<file path="src/rtl/obs_spawner.sv">
// obs_spawner: spawns one obstacle at a time at the right screen edge,
// scrolls it left once per frame, and ramps the scroll speed as obstacles clear.
module obs_spawner #(
  parameter int unsigned CONV       = 0,
  parameter int unsigned SPAWN_X    = 640,
  parameter int unsigned SPEED_INIT = 4,
  parameter int unsigned SPEED_MAX  = 12,
  parameter int unsigned SPEED_STEP = 8,
  parameter int unsigned GAP_MIN    = 30
) (
  input  logic            clk,
  input  logic            rst,
  input  logic            i_frame_tick,
  input  logic            i_run,
  input  logic            i_freeze,
  output logic [2:0]      o_obs_type,
  output logic [9-CONV:0] o_xpos,
  output logic            o_obs_active,
  output logic            o_cleared,
  output logic [3:0]      o_speed
);

  localparam int unsigned XW = 10 - CONV;

  localparam logic [XW-1:0] SPAWN_X_V    = XW'(SPAWN_X);
  localparam logic [3:0]    SPEED_INIT_V = 4'(SPEED_INIT);
  localparam logic [3:0]    SPEED_MAX_V  = 4'(SPEED_MAX);
  localparam logic [7:0]    SPEED_STEP_V = 8'(SPEED_STEP);
  localparam logic [7:0]    GAP_MIN_V    = 8'(GAP_MIN);
  localparam logic [15:0]   LFSR_SEED    = 16'hACE1;

  typedef enum logic [1:0] {
    IDLE = 2'd0,
    WAIT = 2'd1,
    MOVE = 2'd2
  } state_e;

  state_e          state_q,    state_d;
  logic [15:0]     lfsr_q,     lfsr_d;
  logic [7:0]      gap_q,      gap_d;
  logic [7:0]      clr_cnt_q,  clr_cnt_d;
  logic [3:0]      speed_q,    speed_d;
  logic [2:0]      obs_type_q, obs_type_d;
  logic [XW-1:0]   xpos_q,     xpos_d;
  logic            active_q,   active_d;
  logic            cleared_q,  cleared_d;

  logic            tick;
  logic            lfsr_fb;
  logic [7:0]      clr_cnt_inc;
  logic [XW-1:0]   speed_ext;

  assign tick        = i_frame_tick;
  assign lfsr_fb     = lfsr_q[15] ^ lfsr_q[13] ^ lfsr_q[12] ^ lfsr_q[10];
  assign clr_cnt_inc = clr_cnt_q + 8'd1;
  assign speed_ext   = XW'(speed_q);

  // Next-state: run drop beats freeze, freeze beats tick; decisions use the pre-advance LFSR.
  always_comb begin
    state_d    = state_q;
    lfsr_d     = lfsr_q;
    gap_d      = gap_q;
    clr_cnt_d  = clr_cnt_q;
    speed_d    = speed_q;
    obs_type_d = obs_type_q;
    xpos_d     = xpos_q;
    active_d   = active_q;
    cleared_d  = 1'b0;

    if (!i_run) begin
      state_d    = IDLE;
      obs_type_d = 3'd0;
      active_d   = 1'b0;
      xpos_d     = SPAWN_X_V;
      speed_d    = SPEED_INIT_V;
      clr_cnt_d  = '0;
    end else if (!i_freeze) begin
      if (tick) begin
        lfsr_d = {lfsr_q[14:0], lfsr_fb};
      end

      unique case (state_q)
        IDLE: begin
          state_d = WAIT;
          gap_d   = GAP_MIN_V;
        end

        WAIT: begin
          if (tick) begin
            if (gap_q <= 8'd1) begin
              state_d    = MOVE;
              xpos_d     = SPAWN_X_V;
              obs_type_d = (lfsr_q[2:0] == 3'd0) ? 3'd1 : lfsr_q[2:0];
              active_d   = 1'b1;
            end else begin
              gap_d = gap_q - 8'd1;
            end
          end
        end

        MOVE: begin
          if (tick) begin
            if (xpos_q < speed_ext) begin
              state_d    = WAIT;
              obs_type_d = 3'd0;
              active_d   = 1'b0;
              xpos_d     = SPAWN_X_V;
              cleared_d  = 1'b1;
              gap_d      = GAP_MIN_V + {4'd0, lfsr_q[3:0]};
              if (clr_cnt_inc == SPEED_STEP_V) begin
                clr_cnt_d = '0;
                speed_d   = (speed_q >= SPEED_MAX_V) ? SPEED_MAX_V : speed_q + 4'd1;
              end else begin
                clr_cnt_d = clr_cnt_inc;
              end
            end else begin
              xpos_d = xpos_q - speed_ext;
            end
          end
        end

        default: state_d = IDLE;
      endcase
    end
  end

  // State and output registers with synchronous reset.
  always_ff @(posedge clk) begin
    if (rst) begin
      state_q    <= IDLE;
      lfsr_q     <= LFSR_SEED;
      gap_q      <= '0;
      clr_cnt_q  <= '0;
      speed_q    <= SPEED_INIT_V;
      obs_type_q <= 3'd0;
      xpos_q     <= SPAWN_X_V;
      active_q   <= 1'b0;
      cleared_q  <= 1'b0;
    end else begin
      state_q    <= state_d;
      lfsr_q     <= lfsr_d;
      gap_q      <= gap_d;
      clr_cnt_q  <= clr_cnt_d;
      speed_q    <= speed_d;
      obs_type_q <= obs_type_d;
      xpos_q     <= xpos_d;
      active_q   <= active_d;
      cleared_q  <= cleared_d;
    end
  end

  assign o_obs_type   = obs_type_q;
  assign o_xpos       = xpos_q;
  assign o_obs_active = active_q;
  assign o_cleared    = cleared_q;
  assign o_speed      = speed_q;

endmodule

</file>
<file path="config.mk">
export PLATFORM = sky130hd
export DESIGN_NAME = obs_spawner
export DESIGN_NICKNAME = d
export VERILOG_FILES = /design/src/rtl/obs_spawner.sv
export SDC_FILE = /design/constraint.sdc
export NUM_CORES = 1
export LEC_CHECK = 0
export CAP_MARGIN = 20
export CORE_ASPECT_RATIO = 1.2
export CORE_MARGIN = 10
export CORE_UTILIZATION = 24
export CTS_CLUSTER_DIAMETER = 60
export CTS_CLUSTER_SIZE = 16
export DETAILED_ROUTE_END_ITERATION = 8
export SYNTH_ARGS = -nofsm -noshare
export SYNTH_HDL_FRONTEND = slang
export SYNTH_SLANG_ARGS = --single-unit
</file>
<file path="constraint.sdc">
create_clock -name clk -period 2.4 [get_ports clk]
set_input_delay 0.48 -clock clk [delete_from_list [all_inputs] [get_ports clk]]
set_output_delay 0.48 -clock clk [all_outputs]
set_load 0.05 [all_outputs]
</file>
# --- Yosys cells after proc, flatten, opt, wreduce, memory -nomap -nowiden ---
# Index checks and enable logic that the tools add are counted.
totals:
  word_cells: 74
  input_bits: 5
  register_bits: 53
classes:
  magnitude_cmp: 3
  n_reduce_logical: 13
  n_bitwise: 7
  n_mux: 29
  n_eq_ne: 8
  n_addsub: 5
op_table:
  columns: ["operator", "count"]
  rows:
  - ["$mux W10", 4]
  - ["$mux W8", 5]
  - ["$pmux W8 S3", 1]
  - ["$pmux W10 S2", 1]
  - ["$mux W3", 5]
  - ["$reduce_and A5 Y1", 3]
  - ["$lt A10 B4 Y1", 1]
  - ["$ne A2 B2 Y1 const B", 5]
  - ["$sub A10 B4 Y10", 1]
  - ["$add A8 B1 Y8 const B", 1]
  - ["$eq A8 B4 Y1 const B", 1]
  - ["$le A8 B1 Y1 const B", 1]
  - ["$mux W2", 4]
  - ["$sub A8 B1 Y8 const B", 1]
  - ["$reduce_and A7 Y1", 1]
  - ["$add A5 B4 Y6 const A", 1]
  - ["$pmux W2 S3", 1]
  - ["$pmux W3 S2", 1]
  - ["$reduce_and A6 Y1", 1]
  - ["$mux W1", 5]
  - ["$reduce_or A5 Y1", 1]
  - ["$add A4 B1 Y4 const B", 1]
  - ["$ge A4 B4 Y1 const B", 1]
  - ["$mux W4", 1]
  - ["12 further kinds", 17]

# --- Depth between registers and ports, before layout ---
logic_depth:
  depth_word: 5
  mapped_depth: 9

# --- Worst setup path after synthesis ---
# No wires, ideal clock.
synth_path:
  kind: "register -> register"
  from: "reg xpos_q[0], in the netlist o_xpos[0]"
  to: "reg gap_q[5]"
  t_required_ps: 2281
  t_arrival_ps: 2441
  setup_slack_ps: -159
  path_buffers: 1
  period_less_slack_ps: 2559
  path_stages_with_launch: 10
  setup_time_ps: 119
  path_cell_list: "dfxtp_1 > inv_1 > ha_1 > fa_1 > nor2b_1 > o21a_1 > o21a_1 > clkbuf_1 > nor3_1 > o221a_2"
synth_via:
  elab_chain_len: 3
synth_lines:
  columns: ["item", "line_no", "rtl"]
  rows:
  - ["start: declaration", "44", "logic [XW-1:0] xpos_q, xpos_d;"]
  - ["start signal: assignment", "146", "xpos_q <= xpos_d;"]
  - ["$lt A10 B4 Y1", "103", "if (xpos_q < speed_ext) begin"]
  - ["$ne A2 B2 Y1 (no source line)", null, null]
  - ["$reduce_and A7 Y1 (no source line)", null, null]
  - ["end signal: assignment", "142", "gap_q <= gap_d;"]
  - ["end: declaration", "40", "logic [7:0] gap_q, gap_d;"]
# Every way passes these cells.
# A chain may end at the register's enable or synchronous reset.

# --- Worst setup path after layout ---
layout_path:
  from: "reg xpos_q[5], in the netlist o_xpos[5]"
  to: "reg gap_q[6]"
# Same word-level chain as after synthesis.

==> impl_metrics.toml <==
[final_layout]
drive_gt1_share_pct = 19.1
final_cells = 555
utilization_pct = 31.9
fillers = 1230
area_delta_synth_final_pct = 30.8
fin_nets = 418
n_antenna_cell = 0

[timing]
rsz0062_at_grt = "yes"
tightest_slew_ns = 0.537
fin_crit_ns = 2.36
fmax_mhz = 424
finalSetupViolCount = 0
finClkSkew_ns = 0.00610
fin_ws_ns = 0.0422
tns_ns = 0
slew_headroom_pct = 64.1
slew_viol_final = 0
final-hold-violation-count = 0
post-route-period-util_pct = 98.2

[pwr]
p_seq_share_pct = 48.5
switching_share_pct = 26.6
power_uw = 1890
p_per_area_nw_per_um2 = 516
p_leak_uw = 0.00139
combPwrFrac_pct = 11.2
vdd_drop_max_mv = 0.376
p_switching_uw = 503
p_int_uw = 1390
power_frac_clock_pct = 40.3

[routing]
drt_iter0_markers = 105
vias_per_cell = 4.80
ant_nets = 0
drt-pass1-iter-count = 4
avgRoutedWirePerCell_um = 13.6
routed_wl_mm = 7.55
top_layer = "met4"
met3_length_um = 324
via_count = 2666
route.met2.wl_mm = 3.78
drc = 0
wl_met1_mm = 3.32

[cts]
hold_buffers = 0
cts_tree = "built"
numCtsBuffers = 5
htree_levels = 2
clock_latency_ns = 0.30
root_buffer = "clkbuf_16"
cts_buffer_depth = 2
post_cts_buffers = 0
clock_sinks = 53
clk_pin_slew_ns = 0.07

[die]
coreArea_um2 = 11500
io-pin-count = 24
placementRows = 43
fp.dieArea_um2 = 16400
fp.dieW_um = 119
fp.dieH_um = 138
start_util_pct = 24.4

[yosys]
synth_edf_count = 0
synth_area_per_cell_um2 = 8.23
ys_warn_count = 0
synth_flop_cell = "dfxtp_1"
netlist_area_um2 = 2810
yosys-top-cells-count = "53 x dfxtp_1, 47 x nand2_1, 24 x a21oi_1"
syn-instance-count = 341
synth_top_area_cell = "dfxtp_1"
synth.distinct_cells = 47
ys_ff_latch = 53
ys_seq_area_share_pct = 37.8
synth_fp_nets = 362
async_reset_ff_share_pct = 0
synth_area_leaders = "dfxtp_1 38%, ha_1 6.7%, nand2_1 6.3%"
synth_most_common_cell = "dfxtp_1"
synth_top_area_share_pct = 37.8

[placement]
port_buffers = 23
placed_cells = 547
place_congestion = 0.865
preCtsSetupSlack_ns = -0.119
dp_hpwl_mm = 5.82

[critical_path]
cp.required_ns = 2.64
start_kind = "register"
crit_arrival_ns = 2.59
critPathKind = "reg -> reg"
critPathMaxFanout = 13
endpoint_kind = "register"

[run]
cap_violations = 0

[global_routing]
antenna_found_initial = 0
grt_first_pass_wirelength_mm = 13.0
track_usage_pct = 9.36
grt_pass1_vias = 2686
grt_overflow = 0
grt_start_max_net_pins = 20

[outcome]
status = "completed"

[hold_path]
hp-class = "reg -> reg"
==> power by group through the flow <==
stage	logic (µW)	registers, µW	clock network [µW]
final	212	918	764
after global routing	238	921	826
after CTS	211	917	789
after detailed placement	210	938	0
after global placement	204	937	0
after floorplan	116	943	0
==> cells in the final DEF, fill, tap and decap left out, types with 6 or more instances in the layout <==
master / instances
o21ai_0: 11
o31ai_1: 11
dfxtp_2: 10
nand3_1: 16
ha_1: 15
inv_1: 19
dfxtp_1: 43
buf_4: 40
nand2_1: 47
clkdlybuf4s50_1: 23
nand4_1: 11
or4_1: 7
nor3_1: 10
nor2_1: 17
xnor2_1: 6
a31oi_1: 7
a21oi_1: 22
==> cells by family (layout without fill, tap and decap cells) <==
group,count (synthesis),after routing,share of synthesized area (%)
buf+inv,33,90,4.42
flops,53,53,37.8
compound gates,80,80,18.6
fa+ha+maj,16,16,7.40
simple gates,145,145,27.1
xor+xnor,9,9,2.81
mux,5,5,1.78
==> final cells by class <==
| type | instances | area, µm² | area share [%] |
|---|---|---|---|
| Clock buffer | 5 | 125 | 3.41 |
| Clock inverter | 3 | 28.8 | 0.784 |
| Inverter | 19 | 71.3 | 1.94 |
| Multi-Input combinational cell | 255 | 1640 | 44.8 |
| Sequential cell | 53 | 1070 | 29.3 |
| Tap cell | 157 | 196 | 5.35 |
| Timing Repair Buffer | 63 | 531 | 14.5 |
==> sequential cells by signal, indices dropped and copies added, names as in the netlist <==
name and flops:
o_cleared 1, lfsr_q 16, o_obs_active 1, o_speed 4
o_obs_type 3, state_q 2, gap_q 8, o_xpos 10
clr_cnt_q 8
==> stage by stage <==
step	hold WS (ns)	area [µm²]
after global routing	0.485	3670
after floorplan	0.432	2820
after detailed placement	0.450	3490
after CTS	0.461	3650
final	0.457	3670
after global placement	0.439	3490
==> path summary, 6_finish.rpt <==
check	start	to	slack [ns]	depth (start not counted)
worst max register to register	o_xpos[5]	gap_q[6]	0.04	5
worst max-delay path	o_xpos[5]	gap_q[6]	0.04	5
worst min-delay path	lfsr_q[8]	lfsr_q[9]	0.46	2
worst min register to register	lfsr_q[8]	lfsr_q[9]	0.46	2
==> what timing repair did <==
item / CTS / global route
cloned: 0 / 0
gates resized for setup: 1 / 11
endpoints found under the setup margin: 8 / 9
pin swaps: 0 / 1
==> per-layer routing <==
metal,global-route usage (%),up-vias
met3,2.04,9
met2,16.2,44
li1,-,1345
met5,0,-
met1,11.1,1268
met4,3.22,0
==> worst max-delay path, cell delays in order, from the launching register on <==
cell,delay (ns)
dfxtp_2,0.32
or4_4,0.56
or4_4,0.45
o21a_4,0.27
or4_4,0.55
a21oi_2,0.14
(Power assumes the default switching activity.)
